`src/rtl/read_engine.sv`:
```
// Streams a block of host cache lines into the AFU: requests issue one per cycle, and each response is forwarded one cycle after it arrives.
// Issue is throttled by downstream-FIFO credits and by stall. The response path is never blocked.
package read_engine_pkg;
  typedef enum logic [1:0] {
    AFU_IDLE = 2'd0,
    AFU_CTRL = 2'd1,
    AFU_RUN  = 2'd2,
    AFU_DONE = 2'd3
  } e_afu_state;
  typedef logic [41:0]  t_cci_clAddr;
  typedef logic [511:0] t_cci_clData;
endpackage

module read_engine
  import read_engine_pkg::*;
#(
  parameter int OUT_FIFO_DEPTH = 64,
  parameter int MDATA_W        = 16
) (
  input  logic               clk,
  input  logic               rst_n,
  input  e_afu_state         afu_state,
  input  logic               stall,
  input  t_cci_clAddr        rd_start_addr,
  input  logic [31:0]        rd_num_cls,
  output logic               rd_valid,
  output t_cci_clAddr        rd_addr,
  output logic [MDATA_W-1:0] rd_mdata,
  input  logic               rsp_valid,
  input  logic [MDATA_W-1:0] rsp_mdata,
  input  t_cci_clData        rsp_data,
  output logic               out_valid,
  output logic [MDATA_W-1:0] out_idx,
  output t_cci_clData        out_data,
  input  logic               out_pop,
  output logic               rd_done,
  output logic [31:0]        run_cls_rcvd
);

  localparam int CRED_W = $clog2(OUT_FIFO_DEPTH) + 1;
  localparam logic [CRED_W-1:0] CRED_MAX = CRED_W'(OUT_FIFO_DEPTH);

  typedef enum logic [1:0] {IDLE, ISSUE, WAIT} state_t;

  state_t            state, state_nxt;
  logic [31:0]       issued, rcvd, rcvd_nxt, num_cls;
  t_cci_clAddr       start_addr;
  logic [CRED_W-1:0] credits, credits_nxt;
  logic              in_run, start_run, issue, done_set;

  assign in_run       = (afu_state == AFU_RUN);
  assign rcvd_nxt     = rcvd + {31'b0, rsp_valid};
  assign run_cls_rcvd = rcvd;

  always_comb begin
    state_nxt = state;
    start_run = 1'b0;
    issue     = 1'b0;
    case (state)
      IDLE: begin
        if (in_run) begin
          state_nxt = ISSUE;
          start_run = 1'b1;
        end
      end
      ISSUE: begin
        if (!in_run || issued >= num_cls) state_nxt = WAIT;
        else                              issue = !stall && (credits != '0);
      end
      WAIT: begin
        if (!in_run && afu_state != AFU_DONE && rcvd == issued) state_nxt = IDLE;
      end
      default: state_nxt = IDLE;
    endcase
  end

  // Set on the same edge that enters (or stays in) WAIT, so a zero-length run reports done two cycles after AFU_RUN.
  assign done_set = (state_nxt == WAIT) && (rcvd_nxt == num_cls);

  always_comb begin
    credits_nxt = credits;
    if (issue && !out_pop)                              credits_nxt = credits - CRED_W'(1);
    else if (!issue && out_pop && credits != CRED_MAX) credits_nxt = credits + CRED_W'(1);
  end

  always_ff @(posedge clk or negedge rst_n) begin
    if (!rst_n) begin
      state      <= IDLE;
      issued     <= '0;
      rcvd       <= '0;
      num_cls    <= '0;
      start_addr <= '0;
      credits    <= CRED_MAX;
      rd_done    <= 1'b0;
    end else begin
      state   <= state_nxt;
      credits <= credits_nxt;
      rcvd    <= start_run ? '0 : rcvd_nxt;
      if (start_run) begin
        start_addr <= rd_start_addr;
        num_cls    <= rd_num_cls;
        issued     <= '0;
        rd_done    <= 1'b0;
      end else begin
        if (issue)    issued  <= issued + 32'd1;
        if (done_set) rd_done <= 1'b1;
      end
    end
  end

  always_ff @(posedge clk or negedge rst_n) begin
    if (!rst_n) begin
      rd_valid <= 1'b0;
      rd_addr  <= '0;
      rd_mdata <= '0;
    end else begin
      rd_valid <= issue;
      if (issue) begin
        rd_addr  <= start_addr + t_cci_clAddr'(issued);
        rd_mdata <= issued[MDATA_W-1:0];
      end
    end
  end

  always_ff @(posedge clk or negedge rst_n) begin
    if (!rst_n) begin
      out_valid <= 1'b0;
      out_idx   <= '0;
      out_data  <= '0;
    end else begin
      out_valid <= rsp_valid;
      if (rsp_valid) begin
        out_idx  <= rsp_mdata;
        out_data <= rsp_data;
      end
    end
  end

endmodule

```
`config.mk`:
```
export PLATFORM = sky130hd
export DESIGN_NAME = read_engine
export DESIGN_NICKNAME = d
export VERILOG_FILES = /design/src/rtl/read_engine.sv
export SDC_FILE = /design/constraint.sdc
export NUM_CORES = 1
export LEC_CHECK = 0
export ABC_AREA = 1
export BUFFER_PORTS_ARGS = -buffer_cell sky130_fd_sc_hd__buf_2
export CORE_AREA = 3 3 483 485
export CTS_CLUSTER_SIZE = 8
export DETAILED_ROUTE_END_ITERATION = 10
export DIE_AREA = 0 0 486 488
export PLACE_DENSITY_LB_ADDON = 0.08
export SYNTH_ARGS = -nofsm -noshare
export SYNTH_HDL_FRONTEND = slang
export SYNTH_SLANG_ARGS = --single-unit
```
`constraint.sdc`:
```
create_clock -name clk -period 3.5 [get_ports clk]
set_input_delay 0.7 -clock clk [delete_from_list [all_inputs] [get_ports clk]]
set_output_delay 0.7 -clock clk [all_outputs]
set_load 0.05 [all_outputs]
```
==> impl_metrics.csv, run 1 <==
group,metric,value,unit
place,place.port_buffers,1229,
floorplan,initial_core_util,14.4,%
worst_setup_path,critPathMaxStageDelay,0.39,ns
clock_network,cts_sinks,736,
worst_setup_path,crit_family,"simple AND/OR/NAND/NOR gates",
route,wl,200000,um
yosys,synth_ff_type,"dfrtp_1",
route,via_count,28400,
clock_network,cts-root-buf,"clkbuf_16",
yosys,ys_warn_count,0,
finish,final_cell_mix,"buf_2 (1227), dfrtp_1 (735), nand2_1 (664)",
sta,whs,0.168,ns
route,drt_iter0_markers,1351,
worst_setup_path,cp.required,4.19,ns
floorplan,rows,176,
yosys,synth-edff-count,0,
yosys,synth_area_leaders,"dfrtp_1 (56%), mux2_2 (18%), nand2_1 (7.5%)",
worst_setup_path,cp.arrival,3.82,ns
sta,finalHoldViolCount,0,
worst_hold_path,hp-class,"input pin to flop",
worst_setup_path,crit_buf_inv,4,
global_routing,track_usage,16.2,%
yosys,yosysTopAreaCell,"dfrtp_1",
sta,fin_crit,3.13,ns
yosys,syn_avg_cell_area,10.8,sq um
yosys,synth.top_cell.area_share,55.5,%
sta,relSlewSlack,37.1,%
sta,max_freq,319,MHz
worst_setup_path,path_class,"flop to flop",
global_routing,grt_pass1_wl,265000,um
floorplan,die-width,486,um
yosys,seq_area_frac_synth,55.6,%
sta,period_share,89.5,%
floorplan,die_y,488,um
clock_network,cts_max_level,3,
yosys,async_flop_share,100,%
worst_setup_path,crit_path_top_delay_cell,"dfrtp_1",
route,drtAntennaViolNets,0,
power_and_ir_drop,p_sw_share,39.6,%
sta,drv_slew,0,
yosys,syn_nets,3745,
clock_network,clkSlewWorstSetupHoldPaths,0.06,ns
power_and_ir_drop,seqPwrFrac,35.8,%
floorplan,core-area,230000,sq um
global_routing,grt_max_degree,138,
global_routing,antenna_found_initial,191,
worst_setup_path,worstPathMaxFanout,4,
yosys,synth_area,33100,sq um
yosys,ys_types,47,
power_and_ir_drop,p_per_area,640,nW/um^2
place,hpwlAfterDp,166000,um
clock_network,cts_buffers,109,
clock_network,clock_latency,0.75,ns
power_and_ir_drop,irDropWorstVdd,0.357,mV
floorplan,io_pins,1230,
finish,layout_commonest_cell,"buf_2",
status,outcome,"completed",
power_and_ir_drop,p_int,18.1,mW
finish,nFillCells,25600,
worst_setup_path,crit_top_cell,"nand2_1",
route,wl_per_cell,26.7,um
yosys,netlist_instances,3062,
finish,syn2layout_area_growth,41.2,%
global_routing,gr-total-overflow,0,
floorplan,fp.dieArea,237000,sq um
route,remaining_drc_errors,0,
clock_network,cts_setup_buffers,0,
power_and_ir_drop,p_leak,22.0,nW
place,gp_congestion,0.787,
finish,nets,5078,
route,detail_route.first_pass.iterations,8,
global_routing,first_global_vias,28900,
sta,setup_viol,0,
worst_setup_path,critPathLaunchType,"flop",
power_and_ir_drop,share_comb_of_total_power,29.9,%
clock_network,cts_tree,"done",
power_and_ir_drop,p_clk_share,34.3,%
sta,clock_skew,0.0263,ns
route,via_per_inst,3.79,
sta,worst_slew_pin_slew,0.943,ns
power_and_ir_drop,power.net_switching,11.9,mW
finish,drive_above_1_share,45.6,%
yosys,ys_seq_elements,736,
worst_setup_path,end_kind,"flop",
clock_network,clock_path_buffers,3,
flow_run,drv_cap,0,
sta,rsz0062_at_grt,"no",
sta,finalSetupTns,0,ns
final timing paths:
kind / startpoint / endpoint / slack [ns] / depth (start not counted)
setup / recovery: num_cls[6]$_DFFE_PN0P_ / credits[6]$_DFFE_PN1P_ / 0.37 / 26
hold / removal: rd_start_addr[20] / start_addr[20]$_DFFE_PN0P_ / 0.17 / 3
setup reg to reg: num_cls[6]$_DFFE_PN0P_ / credits[6]$_DFFE_PN1P_ / 0.37 / 26
hold reg to reg: rd_addr[21]$_DFFE_PN0P_ / rd_addr[21]$_DFFE_PN0P_ / 0.47 / 2
max in group asynchronous: rst_n / out_data[75]$_DFFE_PN0P_ / 1.88 / 3
min in group asynchronous: rst_n / out_data[162]$_DFFE_PN0P_ / 0.45 / 2
metrics by stage:
step | std cells | setup WS (ns) | cell area, sq um | utilization, % | power (mW)
2_1_floorplan | 3062 | 0.599 | 33100 | - | 16.4
3_3_place_gp | 7309 | 0.0545 | 43500 | 19.0 | 20.1
3_5_place_dp | 7309 | 0.103 | 43500 | 19.0 | 20.1
4_1_cts | 7466 | 0.101 | 46700 | 20.3 | 30.8
5_1_grt | 7474 | 0.0177 | 46700 | 20.3 | 31.7
6_report | 7495 | 0.367 | 46800 | 20.4 | 30.0
per-layer routing:
metal	up-vias	global-route usage (%)	part of all wire [%]
li1	13000	-	-
met1	13900	18.2	38
met2	1086	30.0	52
met3	422	5.15	7.5
met4	64	3.14	2.2
met5	-	0	0.20
repair_timing:
item | 4_1_cts | 5_1_grt
resized for setup | 0 | 5
hold buffers | 1 | 0
setup endpoints to repair | 0 | 2
endpoints found under the hold margin | 30 | 0
synth_stat cells, types with 11 or more instances:
library cell	instances
a21oi_1	67
buf_1	11
buf_2	51
clkbuf_1	36
dfrtp_1	735
ha_1	72
inv_1	203
mux2_2	528
nand2_1	664
nand3_1	91
nand4_1	41
nor2_1	203
nor3_1	32
nor4_1	13
o21ai_0	134
o21ai_1	15
o21bai_1	11
o31ai_1	13
xnor2_1	26
xor2_1	38
registers in the layout, indices dropped and copies added (netlist names):
signal        flops
rd_done           1
rd_addr          42
credits           7
out_data        512
run_cls_rcvd     32
rd_valid          1
out_valid         1
start_addr       42
state             2
num_cls          32
rd_mdata         16
issued           32
out_idx          16
power groups by stage:
stage | clock network, mW | registers, mW | logic (mW)
floorplan | 0 | 13.6 | 2.78
global placement | 0 | 10.9 | 9.23
detailed placement | 0 | 10.9 | 9.20
CTS | 10.9 | 10.7 | 9.23
global route | 11.1 | 10.9 | 9.66
finish | 10.3 | 10.7 | 8.95
final cells by class:
cell class                 instances  area [sq um]  share of cell area (%)
inverter                         212           796                    1.70
clock inverter                    14           218                   0.465
timing repair buffer            1325          7110                    15.2
sequential                       736         18400                    39.4
tap                             3026          3790                    8.09
multi-input combinational       2011         13500                    28.8
clock buffer                     142          2920                    6.24
antenna                           29          72.6                   0.155
cells by family after synthesis:
kind of cell             after synthesis  share of synthesized area [%]
buffers and inverters                315                           3.83
adder cells (fa/ha/maj)               74                           2.84
AND/OR/NAND/NOR                     1073                           13.4
flip-flops                           736                           55.6
multiplexers                         528                           17.9
AO/OA/AOI/OAI                        267                           4.42
XOR/XNOR                              69                           1.99
worst reg2reg max path, delay by kind of cell, from the launching register on:
kind	cells	cell delay [ns]
buf+inv	4	0.40
fa+ha+maj	2	0.52
simple gates	17	1.39
flops	1	0.39
compound gates	3	0.42
Note: power is estimated with default switching activity, not from simulation.
==> inputs of run 2 (changes only) <==
--- a/config.mk
+++ b/config.mk
@@ -7,11 +7,12 @@
 export LEC_CHECK = 0
 export ABC_AREA = 1
 export BUFFER_PORTS_ARGS = -buffer_cell sky130_fd_sc_hd__buf_2
-export CORE_AREA = 3 3 483 485
+export CORE_AREA = 3 3 480 482
 export CTS_CLUSTER_SIZE = 8
 export DETAILED_ROUTE_END_ITERATION = 10
-export DIE_AREA = 0 0 486 488
+export DIE_AREA = 0 0 483 485
 export PLACE_DENSITY_LB_ADDON = 0.08
+export SETUP_SLACK_MARGIN = 0.4
 export SYNTH_ARGS = -nofsm -noshare
 export SYNTH_HDL_FRONTEND = slang
 export SYNTH_SLANG_ARGS = --single-unit
==> constraint.sdc (replaced) <==
create_clock -name clk -period 2.7 [get_ports clk]
set_input_delay 0.54 -clock clk [delete_from_list [all_inputs] [get_ports clk]]
set_output_delay 0.54 -clock clk [all_outputs]
set_load 0.05 [all_outputs]
==> run 2 against run 1 <==
Effect of this change:
- the run now ends with setup timing left
- utilization rose by 4.8 points
- critical path depth fell by 6
- via count up 11%
- sequential cell count stayed put
- final cell count is 11% higher
- largest power group is now combinational logic
- highest routed layer unchanged
==> impl_metrics.csv, run 2 (synthesized netlist as in run 1, its figures left out) <==
group,metric,value,unit
clock_network,cts-root-buf,"clkbuf_16",
route,detail_route.first_pass.iterations,7,
finish,nets,5917,
clock_network,clkSlewWorstSetupHoldPaths,0.06,ns
place,gp_congestion,0.854,
route,drtAntennaViolNets,0,
worst_hold_path,hp-class,"input pin to flop",
worst_setup_path,crit_top_cell,"nand2_1",
finish,syn2layout_area_growth,72.4,%
sta,setup_ws,-0.135,ns
worst_setup_path,critPathMaxStageDelay,0.41,ns
sta,relSlewSlack,35.2,%
route,drt_iter0_markers,1261,
sta,worst_slew_pin_slew,0.972,ns
finish,layout_commonest_cell,"buf_2",
floorplan,io_pins,1230,
sta,fin_crit,2.83,ns
worst_setup_path,crit_buf_inv,2,
finish,final_cell_mix,"buf_2 (1220), dfrtp_1 (722), dlygate4sd3_1 (574)",
clock_network,cts_tree,"done",
finish,regMostFlops,"out_data",
global_routing,antenna_found_initial,113,
worst_setup_path,path_class,"flop to flop",
sta,max_freq,353,MHz
place,place_ws,-0.460,ns
worst_setup_path,worstPathMaxFanout,4,
clock_network,cts_buffers,108,
route,wl,200000,um
route,via_per_inst,3.80,
clock_network,cts_sinks,736,
floorplan,initial_core_util,14.6,%
global_routing,grt_pass1_wl,278000,um
route,via_count,31600,
power_and_ir_drop,p_per_area,732,nW/um^2
clock_network,clock_latency,0.76,ns
global_routing,track_usage,16.7,%
floorplan,core-area,227000,sq um
flow_run,drv_cap,0,
power_and_ir_drop,p_total,41.8,mW
global_routing,first_global_vias,33900,
sta,rsz0062_at_grt,"yes",
sta,period_share,105,%
place,place.port_buffers,1229,
route,wl_per_cell,24.1,um
floorplan,fp.dieArea,234000,sq um
finish,largest_reg_flops,512,
sta,drv_slew,0,
worst_setup_path,end_kind,"flop",
sta,setup_viol,18,
floorplan,die_y,485,um
finish,reg_top3,"out_data (512), rd_addr (42), start_addr (42)",
place,dp.cells,7483,
worst_setup_path,path_cells,"ha_4 > nand2_4 > nor2_4 > nand4_1 > a21oi_2 > nor2_4 > nand2_4 > inv_4 > nand3_4 > inv_6 > ha_4 > nand2_2 > nor2_2 > a211oi_2 > nor2_1 > o21ai_1 > nand2_1 > xor2_1 > nand2_1 > nand2_1",
worst_setup_path,cp.arrival,3.47,ns
worst_setup_path,crit_family,"simple AND/OR/NAND/NOR gates",
worst_setup_path,cp.required,3.34,ns
finish,drive_above_1_share,50.0,%
finish,fin_cells,8317,
floorplan,rows,175,
power_and_ir_drop,p_leak,26.2,nW
global_routing,grt_max_degree,124,
place,hpwlAfterDp,163000,um
floorplan,die-width,483,um
worst_setup_path,crit_path_top_delay_cell,"dfrtp_1",
worst_setup_path,critPathLaunchType,"flop",
sta,finalHoldViolCount,0,
sta,whs,0.0928,ns
sta,clock_skew,0.0334,ns
route,remaining_drc_errors,0,
status,violations,"setup timing",
power_and_ir_drop,irDropWorstVdd,0.480,mV
clock_network,cts_max_level,3,
global_routing,gr-total-overflow,0,
clock_network,clock_path_buffers,3,
sta,finalSetupTns,-0.499,ns
status,outcome,"finished, violations left",
==> run 2: cell types whose count changed in the layout (fill, tap and decap cells not counted), moves of 21 or more <==
| cell | previous run | this run |
|---|---|---|
| o21ai_0 | 133 | 73 |
| nor2_1 | 203 | 175 |
| nand3_1 | 90 | 69 |
| nand2_1 | 664 | 549 |
| nor2_2 | 5 | 28 |
| buf_12 | 17 | 43 |
| buf_4 | 78 | 287 |
| ha_1 | 71 | 29 |
| o21ai_2 | 2 | 47 |
| dlygate4sd3_1 | 1 | 574 |
| nand2_2 | 7 | 65 |
| ha_4 | 1 | 32 |
| nand2_4 | 1 | 56 |
==> run 2: power by group <==
group	internal [mW]	switching [mW]
sequential	12.7	1.29
combinational	5.26	9.43
clock	7.44	5.62
total	25.4	16.4
==> run 2: final timing paths <==
kind | start | to | slack (ns) | cells after the start
min in group asynchronous | rst_n | rd_addr[26]$_DFFE_PN0P_ | 0.33 | 2
min reg2reg | rd_addr[31]$_DFFE_PN0P_ | rd_addr[31]$_DFFE_PN0P_ | 0.48 | 2
max | issued[31]$_DFFE_PN0P_ | credits[5]$_DFFE_PN0P_ | -0.13 | 20
min | rd_num_cls[9] | num_cls[9]$_DFFE_PN0P_ | 0.09 | 3
max in group asynchronous | rst_n | out_data[459]$_DFFE_PN0P_ | 1.35 | 3
max reg2reg | issued[31]$_DFFE_PN0P_ | credits[5]$_DFFE_PN0P_ | -0.13 | 20
==> run 2: worst register-to-register path: stages, from the launching register on <==
cell and delay, ns:
dfrtp_1 0.41, ha_4 0.30, nand2_4 0.06, nor2_4 0.11
nand4_1 0.22, a21oi_2 0.25, nor2_4 0.06, nand2_4 0.10
inv_4 0.05, nand3_4 0.07, inv_6 0.06, ha_4 0.23
nand2_2 0.06, nor2_2 0.03, a211oi_2 0.18, nor2_1 0.08
o21ai_1 0.14, nand2_1 0.08, xor2_1 0.14, nand2_1 0.06
nand2_1 0.05
==> run 2: cell type report <==
type / instances / area, sq um
Sequential cell: 736 / 18400
Clock buffer: 129 / 2840
Fill cell: 24800 / 170000
Timing Repair Buffer: 2165 / 15600
Tap cell: 3009 / 3760
Inverter: 212 / 831
Multi-Input combinational cell: 2011 / 15300
Antenna cell: 39 / 97.6
Clock inverter: 16 / 221
==> run 2: timing repair <==
item	CTS	global route
gates cloned	15	0
setup endpoints to repair	112	99
setup buffers	48	13
pin swaps	84	44
resized for setup	435	140
hold endpoints to repair	579	0
hold buffers	574	0
==> run 2: routing by layer <==
layer	part of all wire (%)	track usage [%]
met4	2.4	4.32
met2	51	29.8
met1	41	20.0
met3	5.9	3.95
met5	0.073	0
==> run 2: stage by stage <==
stage          util [%]  cell area [sq um]
6_report           25.2              57100
5_1_grt            25.2              57100
4_1_cts            24.8              56400
3_5_place_dp       19.9              45100
3_3_place_gp       19.9              45100
2_1_floorplan         -              33200
==> inputs of run 3 (changes only) <==
--- a/config.mk
+++ b/config.mk
@@ -7,10 +7,11 @@
 export LEC_CHECK = 0
 export ABC_AREA = 1
 export BUFFER_PORTS_ARGS = -buffer_cell sky130_fd_sc_hd__buf_2
-export CORE_AREA = 3 3 480 482
+export CORE_AREA = 3 3 475 477
+export CTS_BUF_LIST = sky130_fd_sc_hd__clkbuf_8
 export CTS_CLUSTER_SIZE = 8
 export DETAILED_ROUTE_END_ITERATION = 10
-export DIE_AREA = 0 0 483 485
+export DIE_AREA = 0 0 478 480
 export PLACE_DENSITY_LB_ADDON = 0.08
 export SETUP_SLACK_MARGIN = 0.4
 export SYNTH_ARGS = -nofsm -noshare
==> run 3 against run 2 <==
Effect of this change:
- the run still ends with setup timing left
- utilization grew 0.81 points
- setup slack lost 0.017 ns
- via count hardly changed
- sequential cell count unchanged
- critical endpoint is now credits[6]$_DFFE_PN1P_
- largest cell class unchanged
==> impl_metrics.csv, run 3 (synthesized netlist as in run 1, its figures left out) <==
group,metric,value,unit
power_and_ir_drop,irDropWorstVdd,0.434,mV
sta,finalHoldViolCount,0,
finish,nFillCells,24000,
floorplan,die-width,478,um
sta,period_share,106,%
finish,syn2layout_area_growth,74.1,%
worst_setup_path,worstPathMaxFanout,4,
floorplan,initial_core_util,14.9,%
route,wl_per_cell,22.3,um
route,via_per_inst,3.74,
finish,fin_cells,8459,
worst_setup_path,r2r-end,"credits[6]$_DFFE_PN1P_",
worst_hold_path,hp-class,"input pin to flop",
sta,rsz0062_at_grt,"yes",
global_routing,first_global_vias,33900,
worst_setup_path,crit_start,"issued[1]$_DFFE_PN0P_",
worst_setup_path,reg2reg_slack,-0.15,ns
status,violations,"setup timing",
power_and_ir_drop,power.net_switching,16.2,mW
power_and_ir_drop,p_per_area,716,nW/um^2
floorplan,die_y,480,um
finish,layout_commonest_cell,"buf_2",
sta,worst_slew_pin_slew,1.05,ns
worst_setup_path,crit_family,"simple AND/OR/NAND/NOR gates",
power_and_ir_drop,seqPwrFrac,33.8,%
worst_setup_path,crit_buf_inv,5,
place,hpwlAfterDp,150000,um
route,wl,189000,um
global_routing,grt_max_degree,155,
worst_setup_path,crit_top_cell,"nand2_1",
worst_setup_path,path_class,"flop to flop",
finish,largest_reg_flops,512,
global_routing,grt_pass1_wl,261000,um
global_routing,antenna_found_initial,81,
worst_setup_path,cp.arrival,3.69,ns
floorplan,core-area,222000,sq um
place,place.port_buffers,1229,
finish,seq_area,18500,sq um
global_routing,gr-total-overflow,0,
floorplan,io_pins,1230,
power_and_ir_drop,p_leak,26.9,nW
route,drtAntennaViolNets,0,
status,outcome,"finished, violations left",
worst_setup_path,worstSetupEndpoint,"credits[6]$_DFFE_PN1P_",
power_and_ir_drop,p_clk_share,31.1,%
worst_setup_path,critPathLaunchType,"flop",
sta,drv_slew,0,
sta,relSlewSlack,30.2,%
route,drt_iter0_markers,1289,
clock_network,cts_tree,"done",
worst_setup_path,r2r-start,"issued[1]$_DFFE_PN0P_",
global_routing,track_usage,15.9,%
worst_setup_path,cp.required,3.54,ns
sta,setup_viol,74,
clock_network,cts_buffers,159,
finish,regMostFlops,"out_data",
flow_run,drv_cap,0,
clock_network,clock_path_buffers,3,
floorplan,rows,173,
route,via_count,31600,
clock_network,clkSlewWorstSetupHoldPaths,0.06,ns
power_and_ir_drop,p_sw_share,39.3,%
worst_setup_path,end_kind,"flop",
floorplan,fp.dieArea,229000,sq um
finish,drive_above_1_share,49.7,%
route,remaining_drc_errors,0,
power_and_ir_drop,share_comb_of_total_power,35.2,%
finish,reg_top3,"out_data (512), rd_addr (42), start_addr (42)",
worst_setup_path,path_depth,26,
place,dp.cells,7455,
worst_setup_path,crit_path_top_delay_cell,"dfrtp_1",
worst_setup_path,critPathMaxStageDelay,0.41,ns
finish,nets,6021,
place,gp_congestion,0.818,
clock_network,clock_latency,0.91,ns
route,detail_route.first_pass.iterations,5,
power_and_ir_drop,p_int,25.1,mW
clock_network,cts_max_level,4,
finish,final_cell_mix,"buf_2 (1159), dfrtp_1 (703), dlygate4sd3_1 (605)",
sta,max_freq,351,MHz
sta,clock_skew,0.0561,ns
sta,setup_ws,-0.151,ns
sta,fin_crit,2.85,ns
clock_network,cts-root-buf,"clkbuf_8",
clock_network,cts_sinks,736,
worst_setup_path,reg2regPathDepth,26,
finish,multiInputGateArea,15000,sq um
sta,whs,0.207,ns
## run 3: cell count changes in the layout (fill, tap and decap cells not counted), sizes merged
cell / delta
clkinv: +2
nand2: +1
dlygate4sd3: +31
diode: -12
inv: +56
clkinvlp: +1
buf: +20
clkbuf: +74
bufinv: +3
## run 3: per-layer routing
metal / vias up / global-route usage, % / wire [um]
li1: 14900 / - / -
met1: 15400 / 18.0 / 74000
met2: 979 / 28.5 / 96200
met3: 327 / 4.91 / 12500
met4: 20 / 4.91 / 5960
met5: - / 0 / 126
## run 3: tightest hold or removal path, delay by kind of cell
| family | cells | cell delay (ns) |
|---|---|---|
| compound gates | 1 | 0.06 |
| fa+ha+maj | 1 | 0.15 |
| simple gates | 2 | 0.19 |
| buf+inv | 1 | 0.10 |
## run 3: repair_timing
action | 4_1_cts | 5_1_grt
setup endpoints to repair | 166 | 101
setup buffers | 64 | 12
cloned | 16 | 0
pin swaps | 58 | 52
gates resized for setup | 462 | 159
hold buffers | 605 | 0
hold endpoints to repair | 684 | 0
## run 3: cell type report
cell class | instances | area share (%)
Antenna cell | 27 | 0.117
Clock buffer | 203 | 4.84
Clock inverter | 77 | 0.809
Inverter | 212 | 1.47
Multi-Input combinational cell | 2012 | 25.9
Sequential cell | 736 | 32.0
Tap cell | 2975 | 6.45
Timing Repair Buffer | 2216 | 28.3
Timing Repair inverter | 1 | 0.0282
## run 3: how the worst min path moves through the flow
stage	start	end	slack, ns	cells past startpoint
6_report	stall	credits[1]$_DFFE_PN0P_	0.21	5
5_1_grt	stall	credits[1]$_DFFE_PN0P_	0.12	5
4_1_cts	stall	credits[1]$_DFFE_PN0P_	0.06	5
3_5_place_dp	rd_addr[40]$_DFFE_PN0P_	rd_addr[40]$_DFFE_PN0P_	0.47	2
3_3_place_gp	rd_addr[39]$_DFFE_PN0P_	rd_addr[39]$_DFFE_PN0P_	0.47	2
2_1_floorplan	rst_n	credits[0]$_DFFE_PN0P_	0.24	0
## run 3: power groups by stage
stage | logic, mW | registers [mW] | clock network (mW)
after floorplan | 3.62 | 17.6 | 0
after detailed placement | 12.7 | 14.0 | 0
after CTS | 14.5 | 13.9 | 13.6
after global routing | 15.6 | 14.2 | 14.0
after global placement | 12.7 | 14.0 | 0
final | 14.5 | 13.9 | 12.8
## run 3: stage by stage
| step | instance area [sq um] | total power, mW | setup slack [ns] | utilization (%) | TNS [ns] |
|---|---|---|---|---|---|
| floorplan | 33200 | 21.3 | 0.0377 | - | 0 |
| global placement | 45100 | 26.7 | -0.471 | 20.3 | -3.60 |
| detailed placement | 45100 | 26.7 | -0.426 | 20.3 | -2.30 |
| CTS | 56900 | 42.0 | -0.219 | 25.6 | -4.87 |
| global route | 57700 | 43.8 | -0.445 | 26.0 | -19.36 |
| finish | 57700 | 41.3 | -0.151 | 26.0 | -3.20 |
